$ cat config.mk
export PLATFORM = sky130hd
export DESIGN_NAME = pwm_audio_sequencer
export DESIGN_NICKNAME = d
export VERILOG_FILES = /design/src/rtl/pwm_audio_pkg.sv /design/src/rtl/pwm_audio_sequencer_pwm_carrier.sv /design/src/rtl/pwm_audio_sequencer.sv
export SDC_FILE = /design/constraint.sdc
export NUM_CORES = 1
export LEC_CHECK = 0
export ABC_AREA = 1
export BUFFER_PORTS_ARGS = -buffer_cell sky130_fd_sc_hd__buf_2
export CORE_MARGIN = 1
export CORE_UTILIZATION = 58
export DETAILED_ROUTE_END_ITERATION = 10
export GPL_TIMING_DRIVEN = 0
export PLACE_DENSITY = 0.86
export SLEW_MARGIN = 40
export SYNTH_ARGS = -nofsm -noshare
export SYNTH_HDL_FRONTEND = slang
export SYNTH_SLANG_ARGS = --single-unit
$ cat constraint.sdc
create_clock -name clk_in -period 5.3 [get_ports clk_in]
set_clock_uncertainty 0.15 [all_clocks]
set_input_delay 1.59 -clock clk_in [delete_from_list [all_inputs] [get_ports clk_in]]
set_output_delay 1.59 -clock clk_in [all_outputs]
set_load 0.02 [all_outputs]
$ cat src/rtl/pwm_audio_pkg.sv
// Shared types and constants for the PWM audio sequencer.
// Pure declarations: no latency, no flow control.
package pwm_audio_pkg;

   typedef enum logic [2:0] {
      IDLE,
      FETCH,
      WAIT,
      HOLD,
      LAST
   } state_e;

   localparam int PWM_W      = 8;
   localparam int PWM_PERIOD = 256;

   // Width of the sample-rate divider; its terminal count is div-1, which always fits.
   function automatic int div_w(input int div);
      return $clog2(div);
   endfunction

endpackage

$ cat src/rtl/pwm_audio_sequencer_pwm_carrier.sv
// pwm_carrier: free-running 256-clock carrier; duty reloads only at wrap, output is registered.
// Latency: duty visible one clock after the wrap; clr forces the output low on the next clock, no backpressure.
module pwm_carrier
   import pwm_audio_pkg::*;
(
   input  logic             clk_in,
   input  logic             rst_in,
   input  logic [PWM_W-1:0] next_duty,
   input  logic             clr,
   output logic             pwm_out
);

   logic [PWM_W-1:0] cnt_q, cnt_d;
   logic [PWM_W-1:0] duty_q, duty_d;
   logic             pwm_q, pwm_d;

   always_comb begin
      cnt_d  = cnt_q + 1'b1;
      duty_d = duty_q;
      // Reloading on the last count keeps every period whole.
      if (cnt_q == PWM_W'(PWM_PERIOD - 1)) begin
         duty_d = next_duty;
      end
      if (clr) begin
         duty_d = '0;
      end
      pwm_d = (cnt_q < duty_q) && !clr;
   end

   always_ff @(posedge clk_in or posedge rst_in) begin
      if (rst_in) begin
         cnt_q  <= '0;
         duty_q <= '0;
         pwm_q  <= 1'b0;
      end else begin
         cnt_q  <= cnt_d;
         duty_q <= duty_d;
         pwm_q  <= pwm_d;
      end
   end

   assign pwm_out = pwm_q;

endmodule

$ cat src/rtl/pwm_audio_sequencer.sv
// pwm_audio_sequencer: plays an 8-bit clip from sync-read memory through a PWM carrier; VOLUME_SCALE_EN adds vol_shift_in.
// Latency: read issued 1 clock after each sample tick, duty applied at next carrier wrap; no backpressure (memory answers in 1 clock).
module pwm_audio_sequencer
   import pwm_audio_pkg::*;
#(
   parameter int SAMPLE_DIV = 2268,
   parameter int ADDR_W     = 16
) (
   input  logic              clk_in,
   input  logic              rst_in,
   input  logic              start_in,
   input  logic              stop_in,
   input  logic              loop_in,
   input  logic [ADDR_W-1:0] start_addr_in,
   input  logic [ADDR_W-1:0] end_addr_in,
`ifdef VOLUME_SCALE_EN
   input  logic [2:0]        vol_shift_in,
`endif
   output logic              mem_rd_en_out,
   output logic [ADDR_W-1:0] mem_addr_out,
   input  logic [7:0]        mem_data_in,
   output logic              pwm_out,
   output logic              busy_out,
   output logic              done_out
);

   localparam int DIV_W = div_w(SAMPLE_DIV);

   state_e            state_q, state_d;
   logic [ADDR_W-1:0] addr_q, addr_d;
   logic [ADDR_W-1:0] start_q, start_d;
   logic [ADDR_W-1:0] end_q, end_d;
   logic [PWM_W-1:0]  pending_q, pending_d;
   logic [PWM_W-1:0]  next_duty_q, next_duty_d;
   logic [DIV_W-1:0]  div_q, div_d;
   logic [PWM_W-1:0]  duty_new;
   logic              tick;
   logic              rd_en;
   logic              done;
   logic              carrier_clr;

   assign tick = (div_q == DIV_W'(SAMPLE_DIV - 1));

   always_comb begin
      state_d     = state_q;
      addr_d      = addr_q;
      start_d     = start_q;
      end_d       = end_q;
      pending_d   = pending_q;
      next_duty_d = next_duty_q;
      div_d       = '0;
      rd_en       = 1'b0;
      done        = 1'b0;
      carrier_clr = 1'b0;
      duty_new    = pending_q;
`ifdef VOLUME_SCALE_EN
      duty_new = pending_q >> vol_shift_in;
`endif

      if (state_q != IDLE) begin
         div_d = tick ? '0 : div_q + 1'b1;
      end

      case (state_q)
         IDLE: begin
            if (start_in && !stop_in) begin
               start_d = start_addr_in;
               end_d   = end_addr_in;
               addr_d  = start_addr_in;
               state_d = FETCH;
            end
         end
         FETCH: begin
            rd_en   = 1'b1;
            state_d = WAIT;
         end
         WAIT: begin
            pending_d = mem_data_in;
            state_d   = HOLD;
         end
         HOLD: begin
            if (tick) begin
               next_duty_d = duty_new;
               if (addr_q != end_q) begin
                  addr_d  = addr_q + 1'b1;
                  state_d = FETCH;
               end else if (loop_in) begin
                  addr_d  = start_q;
                  state_d = FETCH;
               end else begin
                  state_d = LAST;
               end
            end
         end
         LAST: begin
            // The final sample still gets its full period before the clip ends.
            if (tick) begin
               done        = 1'b1;
               next_duty_d = '0;
               state_d     = IDLE;
            end
         end
         default: state_d = IDLE;
      endcase

      if (stop_in && (state_q != IDLE)) begin
         state_d     = IDLE;
         next_duty_d = '0;
         done        = 1'b0;
         carrier_clr = 1'b1;
      end
   end

   always_ff @(posedge clk_in or posedge rst_in) begin
      if (rst_in) begin
         state_q     <= IDLE;
         addr_q      <= '0;
         start_q     <= '0;
         end_q       <= '0;
         pending_q   <= '0;
         next_duty_q <= '0;
         div_q       <= '0;
      end else begin
         state_q     <= state_d;
         addr_q      <= addr_d;
         start_q     <= start_d;
         end_q       <= end_d;
         pending_q   <= pending_d;
         next_duty_q <= next_duty_d;
         div_q       <= div_d;
      end
   end

   pwm_carrier u_carrier (
      .clk_in    (clk_in),
      .rst_in    (rst_in),
      .next_duty (next_duty_q),
      .clr       (carrier_clr),
      .pwm_out   (pwm_out)
   );

   assign mem_rd_en_out = rd_en;
   assign mem_addr_out  = addr_q;
   assign busy_out      = (state_q != IDLE);
   assign done_out      = done;

endmodule
# [Word level (Yosys, flattened, before mapping)]
# Index checks and enable logic that the tools add are counted.
# W data, S select, Z words.
[classes] addsub=3 n_lt_le_gt_ge=1 eq_ne=13 n_mux=25 reduce_logical=14
[ops] operator="$mux W16" n=4
[ops] operator="$mux W8" n=5
[ops] operator="$pmux W16 S2" n=1
[ops] operator="$mux W12" n=2
[ops] operator="$mux W3" n=6
[ops] operator="$add A16 B1 Y16 const B" n=1
[ops] operator="$ne A16 B16 Y1" n=1
[ops] operator="$pmux W8 S2" n=1
[ops] operator="$pmux W3 S5" n=1
[ops] operator="$add A12 B1 Y12 const B" n=1
[ops] operator="$eq A12 B12 Y1 const B" n=1
[ops] operator="$ne A3 B3 Y1 const B" n=4
[ops] operator="$add A8 B1 Y8 const B" n=1
[ops] operator="$eq A8 B8 Y1 const B" n=1
[ops] operator="$lt A8 B8 Y1" n=1
[ops] operator="$eq A3 B2 Y1 const B" n=2
[ops] operator="$reduce_and A3 Y1" n=2
[ops] operator="$reduce_bool A3 Y1" n=2
[ops] operator="$mux W1" n=5
[ops] operator="$ne A2 B2 Y1 const B" n=2
[ops] operator="$reduce_and A4 Y1" n=1
[ops] operator="$reduce_bool A2 Y1" n=2
[ops] operator="$eq A3 B1 Y1 const B" n=1
[ops] operator="$eq A3 B3 Y1 const B" n=1
[ops] operator="4 further kinds" n=7
[totals] regBits=96 input_bits=45 output_inout_bits=20

# [Longest topological paths before layout]
[depth] word_depth=5 mapped_depth=13

# [Modules after synthesis]
# From an unflattened synthesis, not the netlist that was laid out.
[hier_totals] cells_unflattened=700 area_unflattened_um2=5287.6
[modules_own_cells] mod="pwm_audio_sequencer" n_inst=1 cells_each=588 area_each_um2=4344.2
[modules_own_cells] mod="pwm_carrier" n_inst=1 cells_each=112 area_each_um2=943.4

# [Worst setup path before layout]
# Ideal clock, no wire load.
[synth_path] path_type="input port to output port" from="input stop_in" to="output done_out" t_arrival_ns=2.087 t_required_ns=3.560 slack_ns=1.473 path_stages=1 path_buffers=0 path_cell_list="nor3_1"
[synth_between] elab_chain_len=2
[synth_rtl] item="start: declaration" line_no="pwm_audio_sequencer.sv:12" source="input logic stop_in,"
[synth_rtl] item="$logic_and A1 B1 Y1" line_no="pwm_audio_sequencer.sv:106" source="if (stop_in && (state_q != IDLE)) begin"
[synth_rtl] item="$mux W1" line_no="pwm_audio_sequencer.sv:106"
[synth_rtl] item="end: declaration" line_no="pwm_audio_sequencer.sv:24" source="output logic done_out"
# No other way between the ends.

# [Worst setup path in the final report]
# Ends and elaborated chain as after synthesis.

==> flow_summary_export.csv <==
group,metric,value,unit
critical_path,arrival,2.17,ns
floorplanning,die_h,96.1,um
power,internal_power,1.70,mW
clock_network,cts.repair.resized,0,
layout,drive_gt1_frac,0.164,
synth,netlist_instances,662,
critical_path,cp.buffers_inverters,2,
sta,setup_viol,0,
power,p_per_area,510,nW/um^2
critical_path,worstSetupStartpointType,"input port",
clock_network,cts_tree,"built",
layout,final_nets,793,
global_routing,overflow,0,
worst_hold_path,hold_depth,1,
floorplanning,initial_core_util,0.612,
critical_path,critPathKind,"input port to primary output",
clock_network,clockBufferDepth,2,
critical_path,path_delay_family,"buffers and inverters",
global_routing,grt_use_total,0.275,
worst_hold_path,hold_path_class,"flop to flop",
global_routing,use_met1,0.324,
clock_network,hold_buffers,0,
status,status,"finished, final reports clean",
synth,post-synth-top-area-cell,"dfrtp_1",
detailed_routing,vias,4577,
clock_network,h-tree-depth,3,
synth,syn_avg_cell_area,7.75,um^2
critical_path,path_cells,"buf_2 > nor3_1 > buf_2",
detailed_routing,postRouteAntennaNets,0,
placement,placed_cells,832,
global_routing,antenna_found_initial,1,
sta,slew_viol_final,0,
sta,min_period_over_period,0.739,
critical_path,critPathMaxFanout,6,
detailed_routing,vias_per_cell,5.39,
global_routing,grt_pass1_vias,4518,
critical_path,path_common_cell,"buf_2",
sta,worst_pin_slew,0.565,ns
sta,fin_ws,1.39,ns
synth,ys_top_cells_by_count,"nand2_1, dfrtp_1, nand3_1",
clock_network,postCtsSetupBuffers,0,
synth,yosysSeqAreaShare,0.468,
detailed_routing,post_drt_wl_per_cell,13.5,um
synth,synthesis.nets,717,
sta,slew_headroom,0.624,
power,p_comb_frac,0.405,
detailed_routing,drc,0,
sta,hold_violations,0,
worst_hold_path,hold_start,"div_q[0]$_DFF_PP0_",
clock_network,numCtsBuffers,9,
detailed_routing,firstDrtPassIters,5,
layout,stdcell_count,849,
critical_path,rr_worst_depth,8,
power,p_total,2.97,mW
global_routing,grt_use_met3,0.0640,
sta,rsz0062_at_grt,"no",
global_routing,busiest_layer,"met2",
synth,ys_ff_latch,96,
power,ir_drop,0.000305,V
synth,syn-cell-area,5130,um^2
sta,fmax,255,MHz
placement,placement.setup.worst_slack,1.38,ns
floorplanning,core_area,8380,um^2
sta,fin_crit,3.91,ns
critical_path,crit_required,3.56,ns
layout,n_fill_cell,672,
floorplanning,die-area,9230,um^2
synth,yosysTopAreaCellShare,0.468,
placement,dpl.hpwl,8.71,mm
layout,final_core_util,0.696,
sta,fin_setup_tns,0,ns
floorplanning,ios,65,
power,leakage,3.15,nW
clock_network,insertion_delay,0.37,ns
synth,ys.flop_type,"dfrtp_1",
global_routing,gr-usage-met2,0.492,
global_routing,grt_pass1_wl,19.6,mm
floorplanning,die-width,96.1,um
power,power_frac_clock,0.176,
critical_path,regToRegStartpoint,"state_q[2]$_DFFE_PP0P_",
layout,multiInputGateArea,2300,um^2
clock_network,root_buffer,"clkbuf_8",
power,power.switching,1.27,mW
power,p_sw_frac,0.428,
power,p_seq_frac,0.419,
flow_run,maxCapViolations,0,
synth,yosysMostFrequentCell,"nand2_1",
synth,synth_area_leaders,"dfrtp_1, nand2_1, nand3_1",
layout,synthToLayoutAreaGrowth,13.7,%
critical_path,rrSetupSlack,3.14,ns
clock_network,clk_pin_slew_worst_paths,0.10,ns
critical_path,critPathMaxStageDelay,0.23,ns
detailed_routing,drt-total-wl,11.5,mm
synth,yosysWarnings,0,
floorplanning,rows,33,
global_routing,grt_max_degree,56,
synth,synth.distinct_cells,30,
clock_network,clkSinkCount,96,
detailed_routing,drt_iter0_markers,218,
placement,globalplace.congestion,0.906,
critical_path,timing.rr.end,"mem_addr_out[5]$_DFFE_PP0P_",
critical_path,cp.depth,3,
critical_path,cp_slowest_cell,"nor3_1",
synth,synth_edf_count,0,
worst_hold_path,min_to,"div_q[0]$_DFF_PP0_",
critical_path,endpoint_kind,"primary output",
synth,async_flop_share,1.00,
placement,io_buffer_count,64,
layout,final-seq-area,2400,um^2
-- placed cells by master (no fill, tap or decap), types with 3 or more instances in the layout --
master    Yosys  routed
nor3_1        8       8
nand4_1       4       4
o21ai_0      28      28
clkbuf_1      8       8
buf_2         8      72
a21oi_1      33      33
nand2_4       3       3
inv_6         0       4
xor2_1       15      15
clkbuf_8      0      10
nor2_1       70      70
nand3_1      87      87
dfrtp_1      96      96
nand2_1     172     172
ha_1         10      10
inv_1        79      78
nand2_2       3       3
inv_2         8       8
xnor2_1       4       4
mux2_2       10      10
-- layer usage --
metal,up-vias,share of wire
met3,22,0.061
met2,143,0.50
met1,2154,0.42
li1,2258,-
met5,-,0
met4,0,0.019
-- cell families (layout without fill, tap and decap cells) --
| logic type | Yosys count | after routing | share of synthesized area |
|---|---|---|---|
| and+or+nand+nor | 353 | 353 | 0.300 |
| buffers and inverters | 106 | 187 | 0.0832 |
| DFF | 96 | 96 | 0.468 |
| AOI/OAI and AO/OA | 68 | 68 | 0.0695 |
| xor gates and xnor gates | 19 | 19 | 0.0324 |
| adders and majority gates | 10 | 10 | 0.0244 |
| muxes | 10 | 10 | 0.0219 |
| other | 0 | 1 | 0 |
-- registers in the layout, summed over array words and instances, names as in the netlist --
name,cells
end_q,16
next_duty_q,8
u_carrier.pwm_out,1
start_q,16
state_q,3
u_carrier.duty_q,8
u_carrier.cnt_q,8
duty_new,8
div_q,12
mem_addr_out,16
-- power groups by stage --
stage	registers (mW)	clock network, mW	logic (mW)
after floorplan	1.27	0	0.830
after global placement	1.24	0	1.14
after detailed placement	1.26	0	1.20
after CTS	1.24	0.531	1.21
after global routing	1.28	0.559	1.38
final	1.25	0.524	1.20
-- worst max path at each step --
stage               startpoint                   end
floorplan               rst_in    div_q[0]$_DFF_PP0_
global placement        rst_in  end_q[3]$_DFFE_PP0P_
detailed placement     stop_in              done_out
CTS                    stop_in              done_out
global route           stop_in              done_out
finish                 stop_in              done_out
-- final cells by class --
type | instances | area share
repair buffers | 65 | 0.0596
inverters | 87 | 0.0568
flip-flops and latches | 96 | 0.412
multi-input cells | 460 | 0.395
clock buffers | 10 | 0.0236
clock inverters | 6 | 0.0135
diodes | 1 | 0.000429
plain buffers | 19 | 0.0172
well taps | 105 | 0.0225
-- stage by stage --
step | hold WS (ns) | cell area [um^2]
2_1_floorplan | 0.274 | 5130
3_3_place_gp | 0.287 | 5580
3_5_place_dp | 0.298 | 5620
4_1_cts | 0.312 | 5830
5_1_grt | 0.335 | 5830
6_report | 0.310 | 5830
Note: power is estimated with default switching activity, not from simulation.
